**src/rtl/ben_datapath.sv**
```systemverilog
// ben_datapath: shared 8-bit bus datapath (A, B, IR, 4-bit PC, add/sub ALU) of a Ben-style CPU.
// Define DATAPATH_FLAGS_EN to latch {carry, zero} into a flags register under i_fi.
module ben_datapath (
   input  logic       i_clk,
   input  logic       i_rst,
   input  logic       i_ai,
   input  logic       i_bi,
   input  logic       i_ii,
   input  logic       i_ao,
   input  logic       i_bo,
   input  logic       i_io,
   input  logic       i_j,
   input  logic       i_co,
   input  logic       i_ce,
   input  logic       i_eo,
   input  logic       i_su,
   input  logic       i_fi,
   input  logic       i_ext_oe,
   input  logic [7:0] i_ext_data,
   output logic [7:0] o_bus,
   output logic       o_conflict,
   output logic [7:0] o_a,
   output logic [7:0] o_b,
   output logic [7:0] o_ir,
   output logic [3:0] o_pc,
   output logic       o_carry,
   output logic       o_zero
);

   logic [7:0] a_q, b_q, ir_q;
   logic [3:0] pc_q;
   logic [8:0] alu_sum;
   logic [7:0] alu_res;
   logic       alu_carry, alu_zero;
   logic [7:0] bus;
   logic [2:0] n_drv;

   // Subtraction is A + ~B + 1, so carry doubles as "no borrow".
   always_comb begin
      alu_sum   = {1'b0, a_q} + {1'b0, (i_su ? ~b_q : b_q)} + {8'h00, i_su};
      alu_res   = alu_sum[7:0];
      alu_carry = alu_sum[8];
      alu_zero  = (alu_res == 8'h00);
   end

   // Active drivers are ORed together; more than one flags a conflict.
   always_comb begin
      bus   = 8'h00;
      n_drv = 3'd0;
      if (i_ao) begin
         bus   = bus | a_q;
         n_drv = n_drv + 3'd1;
      end
      if (i_bo) begin
         bus   = bus | b_q;
         n_drv = n_drv + 3'd1;
      end
      if (i_io) begin
         bus   = bus | {4'h0, ir_q[3:0]};
         n_drv = n_drv + 3'd1;
      end
      if (i_co) begin
         bus   = bus | {4'h0, pc_q};
         n_drv = n_drv + 3'd1;
      end
      if (i_eo) begin
         bus   = bus | alu_res;
         n_drv = n_drv + 3'd1;
      end
      if (i_ext_oe) begin
         bus   = bus | i_ext_data;
         n_drv = n_drv + 3'd1;
      end
   end

   always_ff @(posedge i_clk or posedge i_rst) begin
      if (i_rst) begin
         a_q  <= 8'h00;
         b_q  <= 8'h00;
         ir_q <= 8'h00;
         pc_q <= 4'h0;
      end else begin
         if (i_ai) a_q <= bus;
         if (i_bi) b_q <= bus;
         if (i_ii) ir_q <= bus;
         if (i_j) begin
            pc_q <= bus[3:0];
         end else if (i_ce) begin
            pc_q <= pc_q + 4'h1;
         end
      end
   end

`ifdef DATAPATH_FLAGS_EN
   logic [1:0] flags_q;

   always_ff @(posedge i_clk or posedge i_rst) begin
      if (i_rst) begin
         flags_q <= 2'b00;
      end else if (i_fi) begin
         flags_q <= {alu_carry, alu_zero};
      end
   end

   assign o_carry = flags_q[1];
   assign o_zero  = flags_q[0];
`else
   logic unused_fi;
   assign unused_fi = i_fi;
   assign o_carry   = alu_carry;
   assign o_zero    = alu_zero;
`endif

   assign o_bus      = bus;
   assign o_conflict = (n_drv > 3'd1);
   assign o_a        = a_q;
   assign o_b        = b_q;
   assign o_ir       = ir_q;
   assign o_pc       = pc_q;

endmodule

```
**config.mk**
```make
export PLATFORM = sky130hd
export DESIGN_NAME = ben_datapath
export DESIGN_NICKNAME = d
export VERILOG_FILES = /design/src/rtl/ben_datapath.sv
export SDC_FILE = /design/constraint.sdc
export NUM_CORES = 1
export LEC_CHECK = 0
export BUFFER_PORTS_ARGS = -buffer_cell sky130_fd_sc_hd__clkbuf_2
export CORE_AREA = 4 4 95 97
export CTS_CLUSTER_SIZE = 30
export DETAILED_ROUTE_END_ITERATION = 10
export DIE_AREA = 0 0 99 101
export GPL_ROUTABILITY_DRIVEN = 0
export HOLD_SLACK_MARGIN = 0.15
export PLACE_DENSITY = 0.53
export RECOVER_POWER = 100
export REMOVE_ABC_BUFFERS = 1
export SLEW_MARGIN = 15
export SYNTH_ARGS = -nofsm -noshare
export SYNTH_HDL_FRONTEND = slang
export SYNTH_SLANG_ARGS = --single-unit
export TNS_END_PERCENT = 20
```
**constraint.sdc**
```tcl
create_clock -name i_clk -period 3.15 [get_ports i_clk]
set_input_delay 0.63 -clock i_clk [delete_from_list [all_inputs] [get_ports i_clk]]
set_output_delay 0.63 -clock i_clk [all_outputs]
set_load 0.03 [all_outputs]
```
==> flow_summary.json <==
{
  "power.share.clock_pct": 13.5,
  "synth_top_area_share_pct": 35.09,
  "cts-root-buf": "clkbuf_8",
  "end_kind": "output port",
  "grt_max_degree": 29,
  "final_nets": 363,
  "path_buf_inv": 2,
  "fin_crit_sh_pct": 106.4,
  "synth_top_area_cell": "dfrtp_1",
  "start_kind": "primary input",
  "ys_top_cells_by_area": "dfrtp_1 35%, ha_1 8.8%, a21oi_1 7.0%",
  "synth_cell_types": 40,
  "pwr-share-comb_pct": 63.4,
  "fp.dieW_um": 99,
  "fin_ws_ps": -200.4,
  "final_antenna_net_count": 0,
  "synthCells": 228,
  "initial_core_util_pct": 24.55,
  "intPower_mw": 1.223,
  "cts_hold_buf": 0,
  "drcViolationCount": 0,
  "dieArea_um2": 9999,
  "crit_fanout": 3,
  "fin_cells": 429,
  "netlist_area_um2": 1997,
  "first_iter_violations": 94,
  "seqPwrFrac_pct": 23.1,
  "multi_input_area_um2": 1353,
  "io_buffers": 60,
  "worst_pin_slew_ps": 1639,
  "cts_tree": "yes",
  "cp.required_ps": 2520,
  "avgRoutedWirePerCell_um": 15.28,
  "grt_pass1_vias": 2087,
  "cellPowerDensity_nw_per_um2": 723.3,
  "p_leak_nw": 1.240,
  "wl_met3_um": 460,
  "num_io_pins": 62,
  "cts_max_level": 1,
  "ys.warnings.count": 0,
  "whs_path_depth": 2,
  "fmax_ghz": 0.2985,
  "path_delay_family": "adder cells",
  "die_y_um": 101,
  "violations": "capacitance limit, slew limit, setup timing",
  "seq_area_frac_synth_pct": 35.09,
  "drt-met1-wl_um": 3048,
  "peakVddDrop_mv": 0.3127,
  "syn2layout_area_growth_pct": 49.87,
  "cap_viol_max_count": 1,
  "worst_path_max_delay_cell": "ha_1",
  "hpwl_um": 4944,
  "synthFlopType": "dfrtp_1",
  "numClockSinks": 28,
  "num_rows": 33,
  "critical_path_class": "in -> out",
  "ys_seq_elements": 28,
  "sw_frac_of_total_pct": 43.51,
  "status": "finished with violations",
  "dp.cells": 419,
  "top_layer": "met4",
  "rsz0062_at_grt": "true",
  "async_flop_share_pct": 100.0,
  "insertion_delay_ps": 280,
  "max-slew-margin-rel_pct": -9.277,
  "cp.depth": 11,
  "drtPass1Iterations": 4,
  "cpPeakStageDelay_ps": 300,
  "routed_wl_um": 6556,
  "ys_top_cells_by_count": "28 x a21oi_1, 28 x dfrtp_1, 23 x nand2_1, 21 x nor2_1",
  "reg2reg_depth": 9,
  "clk_pin_slew_ps": 100,
  "crit_arrival_ps": 2720,
  "hold_class": "reg -> reg",
  "worst_hold_slack_ps": 530.4,
  "synth_edf_count": 0,
  "overflow": 0,
  "seq_area_um2": 700.7,
  "clock_path_buffers": 2,
  "fin_skew_ps": 8.432,
  "syn_avg_cell_area_um2": 8.758,
  "fillers": 848,
  "cpMostUsedCell": "ha_4",
  "setup_violations": 4,
  "core-area_um2": 8134,
  "vias_per_cell": 4.767,
  "cp_cell_sequence": "clkbuf_16, ha_4, or2_4, a21oi_2, a211oi_2, ha_1, mux2_4, ha_4, xnor2_2, o32a_1, clkbuf_8",
  "grt_usage_pct": 13.12,
  "rrSetupSlack_ps": 860,
  "dr_total_vias": 2045,
  "grt_pass1_wl_um": 10540,
  "finalSetupTns_ps": -372.1,
  "antenna_found_initial": 0,
  "timing_hold_violations_final": 0,
  "antenna_cells": 0,
  "period_needed_ps": 3350,
  "maxSlewViolCount": 29,
  "drive_gt1_share_pct": 35.19,
  "p_switching_mw": 0.9418,
  "numCtsBuffers": 3,
  "wl_met2_um": 2984
}
[worst paths after layout]
kind,start,endpoint
max in group asynchronous,i_rst,o_ir[7]
worst max register to register,o_b[2],o_a[7]
worst min register to register,o_ir[5],o_ir[5]
worst min-delay path,o_ir[5],o_ir[5]
worst max-delay path,i_ao,o_conflict
min in group asynchronous,i_rst,o_ir[3]
[kinds of logic (layout without fill, tap and decap cells)]
logic type	after synthesis	count (layout)	share of synthesized area, %
adders and majority gates	15	15	9.775
xor gates and xnor gates	22	22	10.02
muxes	5	5	2.757
AOI/OAI and AO/OA	72	72	23.25
and+or+nand+nor	58	58	13.35
DFF	28	28	35.09
buffers and inverters	28	124	5.764
[routing by layer]
metal / vias up / GRT usage, %
li1: 999 / -
met1: 978 / 17.88
met2: 64 / 21.49
met3: 4 / 3.045
met4: 0 / 2.311
met5: - / 0
[area by class of cell]
type	instances	share of cell area, %
Clock inverter	1	1.003
Timing Repair Buffer	106	22.70
Multi-Input combinational cell	172	45.19
Inverter	14	1.923
Sequential cell	28	23.41
Clock buffer	3	1.380
Tap cell	105	4.390
[timing repair]
action                                 in CTS  in global routing
buffers inserted                            2                  4
pin swaps                                   7                 15
endpoints found under the hold margin       0                  0
setup endpoints to repair                   8                  8
resized for setup                          33                 33
[flip-flops by register name (all words and copies together) (netlist names)]
name	flops
o_ir	8
o_a	8
o_pc	4
o_b	8
[cells in the final DEF (no fill, tap or decap), types with 4 or more instances in the layout]
cell / instances
o21ai_0: 10
nand2_1: 21
buf_6: 5
a21oi_2: 6
a31oi_1: 6
xnor2_1: 7
clkbuf_8: 4
dfrtp_1: 28
ha_1: 11
nor2_1: 21
xor2_1: 9
clkbuf_1: 29
buf_4: 45
a22oi_1: 6
clkbuf_2: 22
a222oi_1: 5
inv_1: 12
a21oi_1: 21
[power groups by stage]
stage / clock network (mW) / logic, mW / registers, mW
final: 0.293 / 1.37 / 0.500
after global placement: 0 / 1.20 / 0.505
after CTS: 0.303 / 1.28 / 0.501
after detailed placement: 0 / 1.21 / 0.508
after floorplan: 0 / 0.582 / 0.632
after global routing: 0.316 / 1.49 / 0.512
[worst reg2reg max path, cell delays in order (launching register included)]
cell and delay, ps:
dfrtp_1 450, xor2_1 160, ha_1 340, a21oi_2 210
o22ai_2 110, a2111oi_4 330, xor2_2 190, buf_4 140
buf_4 110, a31oi_1 80
[through the flow]
| stage | worst slack (ps) | instance area, um^2 | utilization, % | power, mW |
|---|---|---|---|---|
| 2_1_floorplan | -64.61 | 1934 | - | 1.214 |
| 3_3_place_gp | -353.0 | 2666 | 32.78 | 1.707 |
| 3_5_place_dp | -409.7 | 2666 | 32.78 | 1.721 |
| 4_1_cts | -215.2 | 2894 | 35.58 | 2.085 |
| 5_1_grt | -279.8 | 2993 | 36.79 | 2.323 |
| 6_report | -200.4 | 2993 | 36.79 | 2.165 |
(Power assumes the default switching activity.)
